File: config.mk
export PLATFORM = sky130hd
export DESIGN_NAME = dram_arbiter_flat
export DESIGN_NICKNAME = d
export VERILOG_FILES = /design/src/rtl/dram_arb_pkg.sv /design/src/rtl/dram_arbiter_if.sv /design/src/rtl/dram_arb_watchdog.sv /design/src/rtl/dram_arbiter.sv /design/src/flat_wrapper.sv
export SDC_FILE = /design/constraint.sdc
export NUM_CORES = 1
export LEC_CHECK = 0
export ABC_CLOCK_PERIOD_IN_PS = 3800
export BUFFER_PORTS_ARGS = -buffer_cell sky130_fd_sc_hd__buf_4
export CAP_MARGIN = 20
export CORE_AREA = 2 2 344 346
export DETAILED_ROUTE_END_ITERATION = 7
export DIE_AREA = 0 0 346 348
export HOLD_SLACK_MARGIN = 0.1
export PLACE_DENSITY_LB_ADDON = 0.3
export SETUP_SLACK_MARGIN = 0.2
export SLEW_MARGIN = 20
export SYNTH_ARGS = -nofsm -noshare
export SYNTH_HDL_FRONTEND = slang
export SYNTH_SLANG_ARGS = --single-unit
File: constraint.sdc
create_clock -name clk -period 3.8 [get_ports clk]
set_input_delay 0.57 -clock clk [delete_from_list [all_inputs] [get_ports clk]]
set_output_delay 0.57 -clock clk [all_outputs]
set_load 0.1 [all_outputs]
File: src/rtl/dram_arb_pkg.sv
// Shared types for the I/D-cache DRAM arbiter: FSM states, port IDs, the default
// watchdog limit and the round-robin pick function.
package dram_arb_pkg;
  typedef enum logic [1:0] {IDLE = 2'd0, BUSY = 2'd1, DONE = 2'd2} state_t;
  typedef enum logic {PORT_IC = 1'b0, PORT_DC = 1'b1} port_t;

  localparam int DEFAULT_TIMEOUT = 64;

  // A tie goes to whichever port was not served last.
  function automatic port_t pick_port(input logic ic, input logic dc, input port_t last);
    port_t p;
    if (ic && dc) begin
      if (last == PORT_IC) p = PORT_DC;
      else                 p = PORT_IC;
    end else if (dc) begin
      p = PORT_DC;
    end else begin
      p = PORT_IC;
    end
    return p;
  endfunction
endpackage

File: src/rtl/dram_arbiter_if.sv
// Cache-port and DRAM-port bundle for dram_arbiter; slave = arbiter view,
// master = the cache controllers plus the DRAM model.
interface dram_arbiter_if #(
  parameter int ADDR_W = 32,
  parameter int LINE_W = 128
);
  logic              ic_req, ic_we, ic_ack;
  logic [ADDR_W-1:0] ic_addr;
  logic [LINE_W-1:0] ic_wdata, ic_rdata;
  logic              dc_req, dc_we, dc_ack;
  logic [ADDR_W-1:0] dc_addr;
  logic [LINE_W-1:0] dc_wdata, dc_rdata;
  logic              mem_cs, mem_we, mem_ack;
  logic [ADDR_W-1:0] mem_addr;
  logic [LINE_W-1:0] mem_wdata, mem_rdata;
  logic              err;

  modport slave (
    input  ic_req, ic_we, ic_addr, ic_wdata,
    output ic_ack, ic_rdata,
    input  dc_req, dc_we, dc_addr, dc_wdata,
    output dc_ack, dc_rdata,
    output mem_cs, mem_we, mem_addr, mem_wdata,
    input  mem_rdata, mem_ack,
    output err
  );

  modport master (
    output ic_req, ic_we, ic_addr, ic_wdata,
    input  ic_ack, ic_rdata,
    output dc_req, dc_we, dc_addr, dc_wdata,
    input  dc_ack, dc_rdata,
    input  mem_cs, mem_we, mem_addr, mem_wdata,
    output mem_rdata, mem_ack,
    input  err
  );
endinterface

File: src/rtl/dram_arb_watchdog.sv
// BUSY-cycle counter for the arbiter; flags timeout on the TIMEOUT-th BUSY cycle.
// Only instantiated when DRAM_ARB_WATCHDOG_EN is defined.
module dram_arb_watchdog
  import dram_arb_pkg::*;
#(
  parameter int TIMEOUT = DEFAULT_TIMEOUT
) (
  input  logic clk,
  input  logic rst,
  input  logic busy,
  output logic timeout
);
  localparam int CW = $clog2(TIMEOUT);

  logic [CW-1:0] cnt;

  // Held at zero outside BUSY so every transaction starts counting from 0.
  always_ff @(posedge clk) begin
    if (!rst || !busy)  cnt <= '0;
    else if (!timeout)  cnt <= cnt + CW'(1);
  end

  assign timeout = busy && (cnt == CW'(TIMEOUT - 1));
endmodule

File: src/rtl/dram_arbiter.sv
// Round-robin arbiter sharing one DRAM port between the I-cache and D-cache.
// Define DRAM_ARB_WATCHDOG_EN to abort stuck DRAM transactions with err=1.
module dram_arbiter
  import dram_arb_pkg::*;
#(
  parameter int ADDR_W  = 32,
  parameter int LINE_W  = 128,
  parameter int TIMEOUT = DEFAULT_TIMEOUT
) (
  input  logic           clk,
  input  logic           rst,
  dram_arbiter_if.slave  bus
);
  if (TIMEOUT < 2) begin : g_bad_timeout
    $error("dram_arbiter: TIMEOUT must be >= 2");
  end

  state_t            state;
  port_t             gnt, last_grant, pick;
  logic              lat_we;
  logic [ADDR_W-1:0] lat_addr;
  logic [LINE_W-1:0] lat_wdata, rdata;
  logic              ic_ack_q, dc_ack_q, err_q;
  logic              busy, timeout;

  assign busy = (state == BUSY);
  assign pick = pick_port(bus.ic_req, bus.dc_req, last_grant);

`ifdef DRAM_ARB_WATCHDOG_EN
  dram_arb_watchdog #(.TIMEOUT(TIMEOUT)) u_wdog (
    .clk     (clk),
    .rst     (rst),
    .busy    (busy),
    .timeout (timeout)
  );
`else
  assign timeout = 1'b0;
`endif

  always_ff @(posedge clk) begin
    if (!rst) begin
      state      <= IDLE;
      gnt        <= PORT_IC;
      last_grant <= PORT_IC;
      lat_we     <= 1'b0;
      lat_addr   <= '0;
      lat_wdata  <= '0;
      rdata      <= '0;
      ic_ack_q   <= 1'b0;
      dc_ack_q   <= 1'b0;
      err_q      <= 1'b0;
    end else begin
      ic_ack_q <= 1'b0;
      dc_ack_q <= 1'b0;
      err_q    <= 1'b0;
      case (state)
        IDLE: if (bus.ic_req || bus.dc_req) begin
          gnt   <= pick;
          state <= BUSY;
          if (pick == PORT_DC) begin
            lat_we    <= bus.dc_we;
            lat_addr  <= bus.dc_addr;
            lat_wdata <= bus.dc_wdata;
          end else begin
            lat_we    <= bus.ic_we;
            lat_addr  <= bus.ic_addr;
            lat_wdata <= bus.ic_wdata;
          end
        end
        // A real mem_ack beats a timeout landing in the same cycle.
        BUSY: if (bus.mem_ack || timeout) begin
          if (bus.mem_ack) begin
            if (!lat_we) rdata <= bus.mem_rdata;
          end else begin
            rdata <= '0;
            err_q <= 1'b1;
          end
          last_grant <= gnt;
          ic_ack_q   <= (gnt == PORT_IC);
          dc_ack_q   <= (gnt == PORT_DC);
          state      <= DONE;
        end
        DONE:    state <= IDLE;
        default: state <= IDLE;
      endcase
    end
  end

  assign bus.mem_cs    = busy;
  assign bus.mem_we    = lat_we;
  assign bus.mem_addr  = lat_addr;
  assign bus.mem_wdata = lat_wdata;
  assign bus.ic_ack    = ic_ack_q;
  assign bus.dc_ack    = dc_ack_q;
  assign bus.ic_rdata  = rdata;
  assign bus.dc_rdata  = rdata;
  assign bus.err       = err_q;
endmodule

File: src/flat_wrapper.sv
// flat-port wrapper written by rule: the top's interface ports become plain ports
module dram_arbiter_flat import dram_arb_pkg::*;
#(
  parameter int ADDR_W  = 32,
  parameter int LINE_W  = 128,
  parameter int TIMEOUT = DEFAULT_TIMEOUT
)
  (clk, rst, bus_ic_req, bus_ic_we, bus_ic_addr, bus_ic_wdata, bus_ic_ack, bus_ic_rdata, bus_dc_req, bus_dc_we, bus_dc_addr, bus_dc_wdata, bus_dc_ack, bus_dc_rdata, bus_mem_cs, bus_mem_we, bus_mem_addr, bus_mem_wdata, bus_mem_rdata, bus_mem_ack, bus_err);
  dram_arbiter_if #(.ADDR_W(ADDR_W), .LINE_W(LINE_W)) bus_i ();
  input  logic clk;
  input  logic rst;
  input wire logic [$bits(bus_i.ic_req)-1:0] bus_ic_req;
  input wire logic [$bits(bus_i.ic_we)-1:0] bus_ic_we;
  input wire logic [$bits(bus_i.ic_addr)-1:0] bus_ic_addr;
  input wire logic [$bits(bus_i.ic_wdata)-1:0] bus_ic_wdata;
  output wire logic [$bits(bus_i.ic_ack)-1:0] bus_ic_ack;
  output wire logic [$bits(bus_i.ic_rdata)-1:0] bus_ic_rdata;
  input wire logic [$bits(bus_i.dc_req)-1:0] bus_dc_req;
  input wire logic [$bits(bus_i.dc_we)-1:0] bus_dc_we;
  input wire logic [$bits(bus_i.dc_addr)-1:0] bus_dc_addr;
  input wire logic [$bits(bus_i.dc_wdata)-1:0] bus_dc_wdata;
  output wire logic [$bits(bus_i.dc_ack)-1:0] bus_dc_ack;
  output wire logic [$bits(bus_i.dc_rdata)-1:0] bus_dc_rdata;
  output wire logic [$bits(bus_i.mem_cs)-1:0] bus_mem_cs;
  output wire logic [$bits(bus_i.mem_we)-1:0] bus_mem_we;
  output wire logic [$bits(bus_i.mem_addr)-1:0] bus_mem_addr;
  output wire logic [$bits(bus_i.mem_wdata)-1:0] bus_mem_wdata;
  input wire logic [$bits(bus_i.mem_rdata)-1:0] bus_mem_rdata;
  input wire logic [$bits(bus_i.mem_ack)-1:0] bus_mem_ack;
  output wire logic [$bits(bus_i.err)-1:0] bus_err;
  assign bus_i.ic_req = bus_ic_req;
  assign bus_i.ic_we = bus_ic_we;
  assign bus_i.ic_addr = bus_ic_addr;
  assign bus_i.ic_wdata = bus_ic_wdata;
  assign bus_ic_ack = bus_i.ic_ack;
  assign bus_ic_rdata = bus_i.ic_rdata;
  assign bus_i.dc_req = bus_dc_req;
  assign bus_i.dc_we = bus_dc_we;
  assign bus_i.dc_addr = bus_dc_addr;
  assign bus_i.dc_wdata = bus_dc_wdata;
  assign bus_dc_ack = bus_i.dc_ack;
  assign bus_dc_rdata = bus_i.dc_rdata;
  assign bus_mem_cs = bus_i.mem_cs;
  assign bus_mem_we = bus_i.mem_we;
  assign bus_mem_addr = bus_i.mem_addr;
  assign bus_mem_wdata = bus_i.mem_wdata;
  assign bus_i.mem_rdata = bus_mem_rdata;
  assign bus_i.mem_ack = bus_mem_ack;
  assign bus_err = bus_i.err;
  dram_arbiter #(.ADDR_W(ADDR_W), .LINE_W(LINE_W), .TIMEOUT(TIMEOUT)) u_core (.clk(clk), .rst(rst), .bus(bus_i));
endmodule
==> results.yml <==
run_status:
  status: "finished, final reports clean"
critical_path:
  worstPathMaxFanout: 6
  critPathKind: "register to output port"
  worstPathRequired_ns: 3.23
  endpoint_kind: "output port"
  start_kind: "register"
  arrival_ns: 1.87
  r2r_slack_ns: 1.58
sta:
  worst_pin_slew_ns: 1.03
  setup_viol: 0
  slew_viol_final: 0
  fin_crit_ns: 2.44
  whs_ns: 0.201
  slew_headroom: 0.316
  final_hold_viol_count: 0
  finClkSkew_ns: 0.0330
  fmax_ghz: 0.409
  rsz0062_at_grt: "no"
  finalSetupTns_ns: 0
  period_share: 0.643
final_layout:
  fin_area_um2: 21800
  area_growth_pct: 64.6
  fin_nets: 2744
  fillers: 13300
  drive_gt1_frac: 0.452
floorplanning:
  dieArea_um2: 120000
  fp.dieW_um: 346
  ios: 876
  die_h_um: 348
  core_um2: 117000
  initial_utilization: 0.113
  rows: 126
grt:
  grt_util_all_layers: 0.112
  grt_max_degree: 163
  globalRouteOverflowTotal: 0
  grt_pass1_wl_um: 100000
  grt_pass1_vias: 14000
  antenna_found_initial: 7
yosys:
  ys_seq_area_frac: 0.447
  postSynth.asyncResetShare: 0
  synth_common_cells: "nand2_1 (578), dfxtp_1 (295), a21oi_1 (289)"
  yosysTopAreaCellShare: 0.447
  yosys_register_bits: 295
  synthDistinctLibCells: 25
  synth_most_common_cell: "nand2_1"
  synth_top_cell_by_area: "dfxtp_1"
  synthFlopType: "dfxtp_1"
  synth.area.top_cells: "dfxtp_1 (45%), nand2_1 (16%), a21oi_1 (11%)"
  syn_inst: 1622
  synth_nets: 2077
  syn-cell-area_um2: 13200
  synth_edf_count: 0
  ys_warn_count: 0
  syn_avg_cell_area_um2: 8.15
clocking:
  ctsHtreeMaxLevel: 2
  insertion_delay_ns: 0.61
  holdBufCountCts: 0
  clkTransAtPathRegs_ns: 0.06
  cts_buffers: 41
  clk_path_buf_depth: 3
  cts_tree: "built"
  cts_sinks: 295
  post_cts_buffers: 0
  cts_resized: 0
  root_buffer: "clkbuf_16"
detailed_routing:
  detail-route-antenna-nets: 0
  drc: 0
  drtPass1Iterations: 7
  drt_wl_total_um: 71400
  viasPerCell: 3.70
  via_count: 14300
  drt_iter0_drc: 744
  wire_per_inst_um: 18.5
place:
  placed_area_um2: 20500
  dpl.hpwl_um: 52900
  io_buffers: 874
  gp_congestion: 0.813
worst_hold_path:
  min_path_type: "primary input to register"
pwr:
  power_density_nw_per_um2: 535
  irDropWorstVdd_v: 0.000292
  leakage_uw: 0.00926
flow_run:
  maxCapViolCount: 0
-- metrics by stage --
step | power (uW) | utilization | worst slack (ns) | instances
after floorplan | 6710 | - | 1.42 | 1622
after global placement | 7910 | 0.175 | 1.55 | 3782
after detailed placement | 7910 | 0.175 | 1.53 | 3782
after CTS | 11900 | 0.186 | 1.24 | 3853
after global routing | 12100 | 0.186 | 1.22 | 3854
final | 11600 | 0.186 | 1.36 | 3854
-- logic make-up (layout without fill, tap and decap cells) --
logic type / after synthesis / in the layout / share of synthesized area
flip-flops: 295 / 295 / 0.447
AO/OA/AOI/OAI: 455 / 455 / 0.256
multiplexers: 1 / 1 / 0.000757
AND/OR/NAND/NOR: 591 / 591 / 0.171
other: 1 / 2 / 0.000284
buffers and inverters: 279 / 974 / 0.125
-- report_power, final --
group | internal, uW | switching (uW) | total, uW
clock | 2160 | 1660 | 3820
combinational | 1020 | 3220 | 4250
sequential | 3360 | 212 | 3570
-- registers in the layout, indices dropped and copies added (netlist names) --
name / flops
u_core.gnt: 1
u_core.bus.dc_ack: 1
u_core.bus.mem_we: 1
u_core.last_grant: 1
u_core.bus.mem_addr: 32
u_core.bus.ic_ack: 1
u_core.bus.mem_wdata: 128
u_core.bus.dc_rdata: 128
u_core.state: 2
-- final timing paths --
| path | startpoint | endpoint | cells past startpoint |
|---|---|---|---|
| setup / recovery | u_core.state[0] | bus_mem_cs | 2 |
| setup reg to reg | u_core.last_grant | u_core.bus.mem_wdata[107] | 4 |
| hold reg to reg | u_core.bus.dc_rdata[14] | u_core.bus.dc_rdata[14] | 2 |
| hold / removal | bus_mem_rdata[38] | u_core.bus.dc_rdata[38] | 3 |
-- routing by layer --
layer	track usage	up-vias	share of wire
met1	0.142	6755	0.43
li1	-	6774	-
met3	0.0361	99	0.081
met4	0.0383	6	0.031
met5	0	-	0.00062
met2	0.178	620	0.46
-- cell usage in the layout, fill, tap and decap left out, types with 4 or more instances in the layout --
| cell | n |
|---|---|
| buf_12 | 12 |
| a311oi_1 | 82 |
| clkinv_2 | 5 |
| dfxtp_1 | 295 |
| clkbuf_1 | 13 |
| buf_4 | 890 |
| clkbuf_8 | 4 |
| nand2_1 | 578 |
| clkbuf_16 | 41 |
| a21oi_1 | 289 |
| a311oi_2 | 79 |
-- cell type report --
class,count,area [um2],share of cell area
clock inverters,13,155,0.00713
well taps,1536,1920,0.0883
repair buffers,902,6920,0.318
inverters,1,11.3,0.000518
diodes,1,2.50,0.000115
multi-input cells,1048,5710,0.262
flip-flops and latches,295,5910,0.271
clock buffers,58,1130,0.0519
-- critical path, stage by stage (launching register included) --
cell	delay (ns)
dfxtp_1	0.49
nor2b_1	0.38
buf_4	0.37
Note: power is estimated with default switching activity, not from simulation.
